**src/rtl/sm83_bus_pkg.sv**
```systemverilog
// sm83_bus_pkg: shared types and constants for the SM83 memory bus controller.
package sm83_bus_pkg;

  // Bus sequencer states
  typedef enum logic [2:0] {
    ST_IDLE   = 3'd0,
    ST_DECODE = 3'd1,
    ST_ACCESS = 3'd2,
    ST_WAIT   = 3'd3,
    ST_RESP   = 3'd4
  } bus_state_t;

  localparam logic [7:0]  OPEN_BUS_DEFAULT = 8'hFF;
  localparam logic [15:0] BOOT_LOCK_ADDR   = 16'hFF50;
  localparam int          ROM_AW           = 8;
  localparam int          WRAM_AW          = 13;

endpackage

```
**src/rtl/mem_bus_ctrl.sv**
```systemverilog
// mem_bus_ctrl: sequences one CPU request at a time onto the bootrom or WRAM.
// The address decoder sits outside this block: it sees dec_addr and returns
// rom_sel / wram_sel / phys_addr combinationally.
// Optional feature macro: BOOTROM_LOCK_EN (sticky bootrom unmap via 16'hFF50).
//
// state     | meaning
// ----------+------------------------------------------------------------
// ST_IDLE   | waiting for cpu_req; request is latched on the accepting edge
// ST_DECODE | decoder results valid; pick mapped target or unmapped path
// ST_ACCESS | one-cycle enable pulse to the selected memory
// ST_WAIT   | wait counter runs down; read data captured when it is zero
// ST_RESP   | cpu_ack high for one cycle
module mem_bus_ctrl
  import sm83_bus_pkg::*;
#(
  parameter int unsigned WAIT_STATES = 1,
  parameter logic [7:0]  OPEN_BUS    = OPEN_BUS_DEFAULT
) (
  input  logic                 clk,
  input  logic                 rst_n,
  input  logic                 cpu_req,
  input  logic                 cpu_we,
  input  logic [15:0]          cpu_addr,
  input  logic [7:0]           cpu_wdata,
  output logic                 cpu_ack,
  output logic [7:0]           cpu_rdata,
  output logic [15:0]          dec_addr,
  input  logic                 rom_sel,
  input  logic                 wram_sel,
  input  logic [15:0]          phys_addr,
  output logic                 rom_en,
  output logic [ROM_AW-1:0]    rom_addr,
  input  logic [7:0]           rom_rdata,
  output logic                 wram_en,
  output logic                 wram_we,
  output logic [WRAM_AW-1:0]   wram_addr,
  output logic [7:0]           wram_wdata,
  input  logic [7:0]           wram_rdata,
  output logic                 boot_lock
);

  localparam logic [3:0] WAIT_INIT = 4'(WAIT_STATES);

  bus_state_t  state, state_nxt;
  logic [15:0] addr_q;
  logic        we_q;
  logic [7:0]  wdata_q;
  logic        tgt_rom_q;
  logic [3:0]  wait_cnt;
  logic        boot_lock_q;
  logic        lock_wr;
  logic        rom_hit;
  logic        map_ok;
  logic        unused_phys;

`ifdef BOOTROM_LOCK_EN
  assign lock_wr = we_q && (addr_q == BOOT_LOCK_ADDR) && (wdata_q != 8'h00);

  // Sticky bootrom lock, set by the lock write and cleared only by reset
  always_ff @(posedge clk or negedge rst_n) begin
    if (!rst_n)
      boot_lock_q <= 1'b0;
    else if (state == ST_DECODE && lock_wr)
      boot_lock_q <= 1'b1;
  end
`else
  assign lock_wr     = 1'b0;
  assign boot_lock_q = 1'b0;
`endif

  // A locked bootrom looks unmapped; ROM writes and the lock write take the
  // unmapped path so they are acked without touching memory.
  assign rom_hit = rom_sel & ~boot_lock_q;
  assign map_ok  = (rom_hit ^ wram_sel) && !(rom_hit && we_q) && !lock_wr;

  // State register
  always_ff @(posedge clk or negedge rst_n) begin
    if (!rst_n)
      state <= ST_IDLE;
    else
      state <= state_nxt;
  end

  // Next-state logic
  always_comb begin
    state_nxt = state;
    unique case (state)
      ST_IDLE:   if (cpu_req) state_nxt = ST_DECODE;
      ST_DECODE: state_nxt = map_ok ? ST_ACCESS : ST_RESP;
      ST_ACCESS: state_nxt = ST_WAIT;
      ST_WAIT:   if (wait_cnt == 4'd0) state_nxt = ST_RESP;
      ST_RESP:   state_nxt = ST_IDLE;
      default:   state_nxt = ST_IDLE;
    endcase
  end

  // Request latches, target select, wait counter and read-data capture
  always_ff @(posedge clk or negedge rst_n) begin
    if (!rst_n) begin
      addr_q    <= 16'h0000;
      we_q      <= 1'b0;
      wdata_q   <= 8'h00;
      tgt_rom_q <= 1'b0;
      wait_cnt  <= 4'd0;
      cpu_rdata <= OPEN_BUS;
    end else begin
      unique case (state)
        ST_IDLE: begin
          if (cpu_req) begin
            addr_q  <= cpu_addr;
            we_q    <= cpu_we;
            wdata_q <= cpu_wdata;
          end
        end
        ST_DECODE: begin
          tgt_rom_q <= rom_hit;
          if (!map_ok) cpu_rdata <= OPEN_BUS;
        end
        ST_ACCESS: wait_cnt <= WAIT_INIT;
        ST_WAIT: begin
          if (wait_cnt != 4'd0)
            wait_cnt <= wait_cnt - 4'd1;
          else if (!we_q)
            cpu_rdata <= tgt_rom_q ? rom_rdata : wram_rdata;
        end
        default: ;
      endcase
    end
  end

  assign dec_addr    = addr_q;
  assign cpu_ack     = (state == ST_RESP);
  assign rom_en      = (state == ST_ACCESS) && tgt_rom_q;
  assign wram_en     = (state == ST_ACCESS) && !tgt_rom_q;
  assign wram_we     = wram_en && we_q;
  assign rom_addr    = phys_addr[ROM_AW-1:0];
  assign wram_addr   = phys_addr[WRAM_AW-1:0];
  assign wram_wdata  = wdata_q;
  assign boot_lock   = boot_lock_q;
  assign unused_phys = ^phys_addr[15:WRAM_AW];

endmodule

```
**config.mk**
```make
export PLATFORM = sky130hd
export DESIGN_NAME = mem_bus_ctrl
export DESIGN_NICKNAME = d
export VERILOG_FILES = /design/src/rtl/sm83_bus_pkg.sv /design/src/rtl/mem_bus_ctrl.sv
export SDC_FILE = /design/constraint.sdc
export NUM_CORES = 1
export LEC_CHECK = 0
export ABC_AREA = 1
export ABC_CLOCK_PERIOD_IN_PS = 1600
export CAP_MARGIN = 30
export CELL_PAD_IN_SITES_DETAIL_PLACEMENT = 0
export CELL_PAD_IN_SITES_GLOBAL_PLACEMENT = 1
export CORE_MARGIN = 2
export CORE_UTILIZATION = 26
export CTS_CLUSTER_SIZE = 40
export DETAILED_ROUTE_END_ITERATION = 7
export PLACE_DENSITY = 0.82
export SYNTH_ARGS = -nofsm -noshare
export SYNTH_HDL_FRONTEND = slang
export SYNTH_SLANG_ARGS = --single-unit
```
**constraint.sdc**
```tcl
create_clock -name clk -period 1.6 [get_ports clk]
set_clock_uncertainty 0.1 [all_clocks]
set_input_delay 0.24 -clock clk [delete_from_list [all_inputs] [get_ports clk]]
set_output_delay 0.24 -clock clk [all_outputs]
set_load 0.1 [all_outputs]
```
Word level (Yosys, flattened, before mapping) --
Cells that the tools add are included.
Storage, ports and cells: bits in registers 41, input bits 62, output and inout bits 58
Operators by class: $add $sub $neg 1, equality and inequality tests 10, mux-type cells 11, bitwise gates (word level) 1, reductions and logical operators 16
Operators with widths (number):
- two-way mux 8 bit | 4
- case mux 8 bit (2 select lines) | 1
- != test 2 bit (second input constant) | 6
- case mux 3 bit (4 select lines) | 1
- two-way mux 3 bit | 3
- case mux 4 bit (2 select lines) | 1
- equality test 3 x 2 -> 1 bit (second input constant) | 2
- AND reduction 2 bit | 3
- logical AND 1 bit | 5
- zero test 4 bit | 1
- two-way mux 4 bit | 1
- AND reduction 4 bit | 1
- nonzero test 2 bit | 2
- nonzero test 4 bit | 1
- subtractor 4 x 1 -> 4 bit (second input constant) | 1
- equality test 3 x 1 -> 1 bit (second input constant) | 1
- equality test 3 bit (second input constant) | 1
- zero test 3 bit | 1
- zero test 1 bit | 2
- XOR 1 bit | 1

Logic depth before layout (Yosys ltp) --
Gate-level depths: netlist (run 1).
depth after elaboration 5, gate-level depth with buffers 9

Worst setup path before layout (run 1) --
No wires, ideal clock.
kind reg2out, start point reg state[0], end point out wram_we, arrival 2.729 ns, required time 1.260 ns, setup slack -1.469 ns, stages on the path, launching flop included 4, path buffers 0, cell sequence dfrtp_1 nor2_2 nand2_1 nor3_1
On the way: longest elaborated chain between the ends 3
Ends and longest elaborated chain:
- start: declaration | line mem_bus_ctrl.sv:44 | bus_state_t state, state_nxt;
- start signal: assignment | line mem_bus_ctrl.sv:81 | state <= state_nxt;
- equality test 3 x 2 -> 1 bit | line mem_bus_ctrl.sv:134 | assign wram_en = (state == ST_ACCESS) && !tgt_rom_q;
- logical AND 1 bit | line mem_bus_ctrl.sv:134
- logical AND 1 bit | line mem_bus_ctrl.sv:135 | assign wram_we = wram_en && we_q;
- end: declaration | line mem_bus_ctrl.sv:35 | output logic wram_we,
No other way between the ends.

Worst setup path in the final report (run 1) --
Ends and elaborated chain as after synthesis.

==> summary.txt, run 1 <==
Clock tree
  • CTS tree: built
  • Root buffer cell: clkbuf_8
  • Clock Path Buffers: 2
  • Sink Count: 41
  • H-tree levels: 2
  • Worst-Skew Late Latency: around 0.29 ns
  • Total CTS buffers: 5
  • Clock-pin slew on the worst setup and hold paths: 0.08 ns

Synthesis
  • Post-synthesis cell type count: 26
  • Cells after Synth: 252
  • Seq/Total Area, Yosys: 0.502
  • Synthesized Nets: 316
  • Synth Flop Type: dfrtp_1
  • Yosys reg bits: 41
  • Mapped Area: 2070 um^2
  • Post-synth EDFFs: 0
  • Synthesized area per cell: between 8 and 9 um^2
  • Async SR Flop Fraction: 1.00
  • Synth warnings: 0

Critical path
  • Cells on worst reg2reg path: 6
  • Crit Path Max Fanout: 4
  • Startpoint types: register
  • Worst r2r dst: wram_wdata[2]$_DFFE_PN0P_
  • Worst Path Class, Setup: register to primary output
  • CP top delay family: flip-flops
  • Slowest stage delay, CP: 0.43 ns
  • Crit-path slowest cell: dfrtp_2
  • Worst Setup SP: state[0]$_DFFE_PN0P_
  • FF-to-FF Start: state[0]$_DFFE_PN0P_
  • WP buf/inv: 1
  • Arrival time worst endpoint: 1.31 ns
  • Crit-path cells: nor2_4, nand2_4, nor3_4, buf_12
  • CP Capture Type: primary output
  • Total stage count of the critical path: 4
  • Reg-to-reg slack, setup: 0.16 ns
  • Critical Path RT: 1.26 ns

Floorplan
  • Die area: 8670 um^2
  • Cell row count: 32
  • Boundary pin count: 120
  • Chip height: 93.1 um
  • Die Width: 93.1 um
  • Initial core utilization: 0.267
  • Core Box Area: 7730 um^2

Placed design
  • Place WS: 0.0705 ns
  • Port bufs: between 80 and 90
  • Post-DP Area: 3280 um^2
  • Global placement routability congestion: about 0.8
  • DP Wirelength: around 3.6 mm

Cells and area
  • Most common cell after layout, fill and taps aside: nand2_1
  • Proportion of layout cells with a drive suffix above 1: 0.265
  • Post-Route Utilization: 0.446
  • ANT cells: 0
  • Fillers: 740
  • Commonest cells after routing, fill and taps aside: nand2_1 (67), clkdlybuf4s50_1 (44), buf_12 (38), inv_1 (30), dfrtp_1 (30)
  • Final #Nets: 388
  • Layout area overhead: 66.7%
  • Fin area: 3440 um^2

Routing
  • Drt wl/cell: 11.5 um
  • First-pass detailed-route iteration total: 4
  • Drt via density: 4.15
  • Drt first-iter violations: 61
  • Remaining antenna violation count: 0
  • Drc violations: 0
  • Via Count: 1771
  • Post-Route WL: 4.90 mm

Hold path
  • Hold Path Class: primary input to asynchronous set/reset pin

Run status
  • Status: finished with violations
  • Violated checks: negative setup slack

Timing
  • Final Cycle Share: 1.03
  • Final worst hold slack: 0.347 ns
  • Setup violations, final: 3
  • PnR worst setup slack: -0.0450 ns
  • Hold Fails Final Rpt: 0
  • RSZ-0062 raised after global routing: true
  • Min Tclk post-route: between 1.5 and 2 ns
  • Final slew viol count: 0
  • Max Fclk: 608 MHz

Global routing
  • Pin count of the biggest net entering global routing: 51
  • GRT Total Usage: 0.121
  • First-pass GRT wire length: approximately 8.4 mm
  • Vias in the first global route: 1769
  • Grt total ovfl: 0
  • Initial antenna violation count: 0

Job
  • Max Cap Violations: 0
## kinds of logic (layout without fill, tap and decap cells)
kind of cell	after synthesis	in the layout	synth area share
xor gates and xnor gates	1	1	0.00424
adders and majority gates	2	2	0.0121
buffers and inverters	63	136	0.161
and+or+nand+nor	112	112	0.240
AOI/OAI and AO/OA	32	32	0.0793
DFF	41	41	0.502
other	1	1	0.00182
## state kept, by name, summed over array words and instances (netlist names)
signal      cells
we_q            1
cpu_rdata       8
tgt_rom_q       1
state           3
wram_wdata      8
wait_cnt        4
dec_addr       16
## metal layers
metal	share of wire	vias to the layer above	global-route usage
met2	0.46	73	0.200
met5	0	-	0
met3	0.10	8	0.0516
met1	0.43	793	0.147
li1	-	897	-
met4	0.010	0	0.0270
## cell usage after synthesis, drive strengths merged, types with 2 or more instances
master	n	share of area
dfstp	8	0.10
inv	33	0.060
nand3b	2	0.0073
ha	2	0.012
a21oi	3	0.0073
clkbuf	3	0.0067
buf	26	0.092
o21ai	27	0.065
nor3	3	0.0073
nor2	15	0.036
nand3	18	0.046
dfrtp	33	0.40
nand2	74	0.14
## worst max-delay path by stage
stage / to / slack, ns
floorplan: wram_we / -0.24
global placement: cpu_rdata[0]$_DFFE_PN1P_ / 0.1
detailed placement: cpu_rdata[0]$_DFFE_PN1P_ / 0.07
CTS: wram_we / -0.06
global route: wram_we / -0.12
finish: wram_we / -0.05
## layout make-up
class | instances | area, um^2 | area share
timing repair buffer | 94 | 1290 | 0.375
multi-input combinational | 148 | 753 | 0.219
tap | 102 | 128 | 0.0371
clock inverter | 1 | 8.76 | 0.00254
inverter | 34 | 128 | 0.0371
sequential | 41 | 1040 | 0.302
clock buffer | 7 | 96.3 | 0.0280
## what timing repair did
action / CTS / global route
endpoints found under the hold margin: 33 / 0
setup buffers: 4 / 2
pin swaps: 2 / 1
hold buffers: 1 / 0
setup endpoints to repair: 3 / 11
gates resized for setup: 2 / 1
## per-stage QoR
step / setup TNS, ns / instances
after floorplan: -0.235 / 252
after global placement: 0 / 412
after detailed placement: 0 / 412
after CTS: -0.0992 / 425
after global routing: -0.305 / 427
final: -0.0603 / 427
## worst min-delay path: stages
cell and delay (ns):
dlygate4sd3_1 0.52, buf_2 0.13, buf_12 0.23
Power of run 1 is not shown: default switching activity piles up to over one toggle a cycle in this logic, so the estimate is an artifact.
==> run 2: changes to the inputs <==
--- a/config.mk
+++ b/config.mk
@@ -17,2 +17,3 @@
 export PLACE_DENSITY = 0.82
+export SLEW_MARGIN = 40
 export SYNTH_ARGS = -nofsm -noshare
--- a/constraint.sdc
+++ b/constraint.sdc
@@ -4,2 +4,2 @@
 set_output_delay 0.24 -clock clk [all_outputs]
-set_load 0.1 [all_outputs]
+set_load 0.005 [all_outputs]
==> summary.txt, run 2 (synthesis results as in run 1) <==
Run status
  • Status: finished with violations
  • Violated checks: negative setup slack

Clock tree
  • H-tree levels: 2
  • Clock Path Buffers: 2
  • Total CTS buffers: 5
  • Worst-Skew Late Latency: ~0.30 ns
  • Root buffer cell: clkbuf_8
  • CTS tree: built
  • Clock-pin slew on the worst setup and hold paths: 0.08 ns
  • Sink Count: 41

Timing
  • Final slew viol count: 0
  • Min Tclk post-route: 1.69 ns
  • Max Fclk: 590 MHz
  • PnR worst setup slack: -0.0938 ns
  • Final worst hold slack: around 0.33 ns
  • Hold Fails Final Rpt: 0
  • Setup violations, final: 2
  • RSZ-0062 raised after global routing: true
  • Final Cycle Share: 1.06

Floorplan
  • Die area: around 8700 um^2
  • Core Box Area: 7730 um^2
  • Boundary pin count: 120
  • Cell row count: 32
  • Initial core utilization: 0.267
  • Die Width: 93.1 um
  • Chip height: 93.1 um

Job
  • Max Cap Violations: 0

Cells and area
  • ANT cells: 0
  • Final #Nets: around 400
  • Max reg flops: 16
  • Proportion of layout cells with a drive suffix above 1: 0.176
  • Most common cell after layout, fill and taps aside: clkdlybuf4s50_1
  • Post-Route Utilization: 0.413
  • Layout area overhead: 54.5%
  • Post-route insts no fill: 438
  • Commonest cells after routing, fill and taps aside: clkdlybuf4s50_1 (68), nand2_1 (66), dfrtp_1 (33), inv_1 (31), nand3_1 (17)

Critical path
  • Arrival time worst endpoint: 1.35 ns
  • CP top delay family: flip-flops
  • Crit Path Max Fanout: 4
  • Crit-path cells: nor2_2, buf_4, nand2_4, buf_6, nor3_2, buf_2
  • Worst Path Class, Setup: register to primary output
  • Critical Path RT: between 1 and 1.5 ns
  • Startpoint types: register
  • Slowest stage delay, CP: about 0.4 ns
  • WP buf/inv: 3
  • CP Capture Type: primary output
  • Crit-path slowest cell: dfrtp_1

Pwr
  • Peak supply drop: around 0.00065 V
  • Static leakage: 1.55 nW
  • Logic gate share of total power: 0.507
  • Internal power: around 0.0036 W
  • Psw: 0.00194 W
  • Clock Power Share: 0.152
  • Switching part of the total: 0.352
  • Flop pwr share: 0.340
  • Power Density: between 1500 and 2000 nW/um^2

Routing
  • Via Count: roughly 1800
  • Drt first-iter violations: 35
  • Drt wl/cell: between 10 and 15 um
  • Drt via density: 4.13
  • Remaining antenna violation count: 0
  • First-pass detailed-route iteration total: 4
  • Post-Route WL: between 5 and 6 mm
  • Drc violations: 0

Placed design
  • DP Wirelength: 3.48 mm
  • # placed instances: 416
  • Place WS: -0.0675 ns
  • Port bufs: 81
  • Global placement routability congestion: 0.751

Hold path
  • Hold Path Class: primary input to asynchronous set/reset pin

Global routing
  • First-pass GRT wire length: 7.87 mm
  • Pin count of the biggest net entering global routing: 51
  • Initial antenna violation count: 0
  • GRT Total Usage: 0.113
  • Grt total ovfl: 0
  • Vias in the first global route: 1702
==> run 2: cell types whose count changed in the layout (fill, tap and decap cells not counted), sizes merged <==
cell / before / now
clkinv: 1 / 2
clkbuf: 7 / 10
inv: 34 / 33
bufinv: 0 / 1
dlygate4sd2: 0 / 9
buf: 49 / 23
clkdlybuf4s50: 44 / 68
==> run 2: worst paths after layout <==
kind	end	slack (ns)	startpoint	cells after the start
max	wram_we	-0.09	state[0]$_DFFE_PN0P_	6
min	wram_wdata[1]$_DFFE_PN0P_	0.33	rst_n	2
max reg2reg	dec_addr[8]$_DFFE_PN0P_	0.11	state[0]$_DFFE_PN0P_	7
min reg2reg	cpu_rdata[1]$_DFFE_PN1P_	0.36	cpu_rdata[1]$_DFFE_PN1P_	2
max in group asynchronous	cpu_rdata[1]$_DFFE_PN1P_	0.50	rst_n	3
min in group clk	cpu_rdata[1]$_DFFE_PN1P_	0.36	cpu_rdata[1]$_DFFE_PN1P_	2
==> run 2: timing repair <==
item	4_1_cts	5_1_grt
cloned	0	6
endpoints found under the hold margin	17	0
hold buffers	1	0
endpoints found under the setup margin	12	37
gates resized for setup	17	25
setup buffers	6	5
pin swaps	2	2
==> run 2: routing by layer <==
layer / part of all wire / GRT usage / vias up / wire, um
met5: 0 / 0 / - / 0
met4: 0.010 / 0.0319 / 0 / 56
met3: 0.085 / 0.0459 / 8 / 472
met2: 0.47 / 0.175 / 73 / 2610
met1: 0.43 / 0.146 / 810 / 2400
li1: - / - / 920 / -
==> run 2: power by group through the flow <==
stage          clock network, W  registers [W]  logic, W
6_report               0.000842        0.00188   0.00280
4_1_cts                0.000882        0.00188   0.00252
3_5_place_dp                  0        0.00189   0.00247
2_1_floorplan                 0        0.00190   0.00116
5_1_grt                0.000924        0.00194   0.00313
3_3_place_gp                  0        0.00188   0.00244
==> run 2: area by class of cell <==
type,instances,area [um^2]
fill,768,4540
timing repair buffer,105,1050
clock inverter,2,38.8
sequential,41,1040
inverter,34,128
clock buffer,6,72.6
multi-input combinational,148,733
tap,102,128
==> run 2: per-stage QoR <==
step,area [um^2],setup TNS [ns],total power (W)
finish,3190,-0.100,0.00552
global route,3190,-0.369,0.00600
CTS,3050,-1.55,0.00528
detailed placement,2900,-0.0748,0.00436
global placement,2900,-0.0660,0.00432
floorplan,2070,0,0.00306
No activity file was read; power rests on OpenSTA's default activity.
==> run 3: changes to the inputs <==
- CORE_MARGIN: 2 -> default
==> summary.txt, run 3 (synthesis results as in run 1) <==
Critical path
  • Arrival time worst endpoint: ~1.3 ns
  • FF-to-FF Start: state[2]$_DFFE_PN0P_
  • CP Capture Type: primary output
  • Worst Path Class, Setup: register to primary output
  • Cells on worst reg2reg path: 7
  • Crit Path Max Fanout: 3
  • Reg-to-reg slack, setup: 0.12 ns
  • Worst r2r dst: wram_wdata[0]$_DFFE_PN0P_
  • Critical Path RT: ~1.3 ns
  • Startpoint types: register

Clock tree
  • CTS tree: built
  • Clock-pin slew on the worst setup and hold paths: 0.08 ns
  • Clock Path Buffers: 2
  • Total CTS buffers: 5
  • H-tree levels: 2
  • Sink Count: 41
  • Worst-Skew Late Latency: 0.29 ns
  • Root buffer cell: clkbuf_8

Placed design
  • DP Wirelength: around 3.4 mm
  • Place WS: -0.0931 ns
  • Port bufs: 81
  • Global placement routability congestion: 0.739

Cells and area
  • Final #Nets: 392
  • Layout area overhead: 47.2%
  • Most common cell after layout, fill and taps aside: clkdlybuf4s50_1
  • Post-Route Utilization: 0.396
  • Commonest cells after routing, fill and taps aside: clkdlybuf4s50_1 (68), nand2_1 (67), dfrtp_1 (33), inv_1 (31), o21ai_0 (27)
  • Proportion of layout cells with a drive suffix above 1: 0.149
  • Max reg flops: 16
  • ANT cells: 0

Routing
  • Post-Route WL: 4.67 mm
  • Drt wl/cell: 10.8 um
  • Remaining antenna violation count: 0
  • Drt via density: 4.12
  • Drt first-iter violations: a little over 80
  • Via Count: 1777
  • Drc violations: 0
  • First-pass detailed-route iteration total: 3

Run status
  • Status: complete, no violations

Timing
  • PnR worst setup slack: 0.00396 ns
  • Max Fclk: between 600 and 700 MHz
  • Sum Neg Setup Slack: 0 ns
  • Setup violations, final: 0
  • RSZ-0062 raised after global routing: true
  • Final Cycle Share: 0.998
  • Final slew viol count: 0
  • Hold Fails Final Rpt: 0
  • Min Tclk post-route: 1.60 ns

Pwr
  • Power Density: 1660 nW/um^2
  • Peak supply drop: 0.000603 V
  • Static leakage: about 1.5 nW

Global routing
  • First-pass GRT wire length: approximately 7.8 mm
  • Met2 Resource Use GR: 0.196
  • Grt total ovfl: 0
  • Pin count of the biggest net entering global routing: 51
  • GRT Total Usage: 0.117
  • GRT Max-Usage Layer: met2
  • Vias in the first global route: 1720
  • Met1 usage: 0.143
  • Met3 global-route usage: 0.0385
  • Initial antenna violation count: 0

Floorplan
  • Core Box Area: ~7700 um^2
  • Initial core utilization: 0.269
  • Die Width: 91.1 um
  • Boundary pin count: 120
  • Chip height: 91.1 um
  • Cell row count: 32
  • Die area: 8310 um^2

Job
  • Max Cap Violations: 0

Hold path
  • Hold Path Class: primary input to asynchronous set/reset pin
[run 3: changes by cell type in the layout (fill, tap and decap cells not counted), sizes merged]
cell,previous run,this run
clkinvlp,0,1
buf,23,18
dlygate4sd2,9,8
bufinv,1,0
clkdlybuf4s15,0,2
clkinv,2,1
clkbuf,10,8
[run 3: worst max-delay path by stage]
stage | start | endpoint
after detailed placement | state[0]$_DFFE_PN0P_ | wram_we
after global placement | state[0]$_DFFE_PN0P_ | wram_we
after CTS | state[0]$_DFFE_PN0P_ | wram_we
final | state[2]$_DFFE_PN0P_ | wram_we
after global routing | state[0]$_DFFE_PN0P_ | wram_we
after floorplan | wait_cnt[0]$_DFFE_PN0P_ | cpu_rdata[0]$_DFFE_PN1P_
[run 3: per-stage QoR]
step	power [W]	std cells	hold slack, ns	area [um^2]
2_1_floorplan	0.00306	252	-0.156	2070
3_3_place_gp	0.00432	417	0.121	2900
3_5_place_dp	0.00437	417	0.128	2900
4_1_cts	0.00509	429	0.356	3030
5_1_grt	0.00549	431	0.377	3040
6_report	0.00505	431	0.344	3040
[run 3: area by class of cell]
cell class / count / area, um^2
Sequential cell: 41 / 1040
Timing Repair Buffer: 98 / 945
Clock inverter: 1 / 7.51
Fill cell: 803 / 4650
Tap cell: 102 / 128
Clock buffer: 7 / 86.3
Inverter: 34 / 128
Multi-Input combinational cell: 148 / 711
[run 3: timing repair]
action,4_1_cts,5_1_grt
hold buffers,1,0
setup endpoints to repair,12,3
buffers inserted,3,2
pin swaps,2,1
gates resized for setup,19,4
endpoints found under the hold margin,10,0
[run 3: metal layers]
metal | part of all wire | up-vias | wire (um)
met5 | 0 | - | 0
met4 | 0.010 | 0 | 47
met3 | 0.078 | 8 | 366
met2 | 0.45 | 57 | 2100
met1 | 0.46 | 803 | 2160
li1 | - | 909 | -
[run 3: critical path: stages (launching register included)]
cell     delay [ns]
dfrtp_1        0.39
nor2_2         0.14
nand2_2        0.10
buf_6          0.13
nor3_2         0.09
buf_2          0.13
[run 3: report_power, final]
part           leakage [nW]  internal, W  switching, W  total [W]
sequential            0.495      0.00160      0.000277    0.00187
combinational         0.926      0.00132       0.00115    0.00247
clock                0.0445     0.000351      0.000359   0.000709
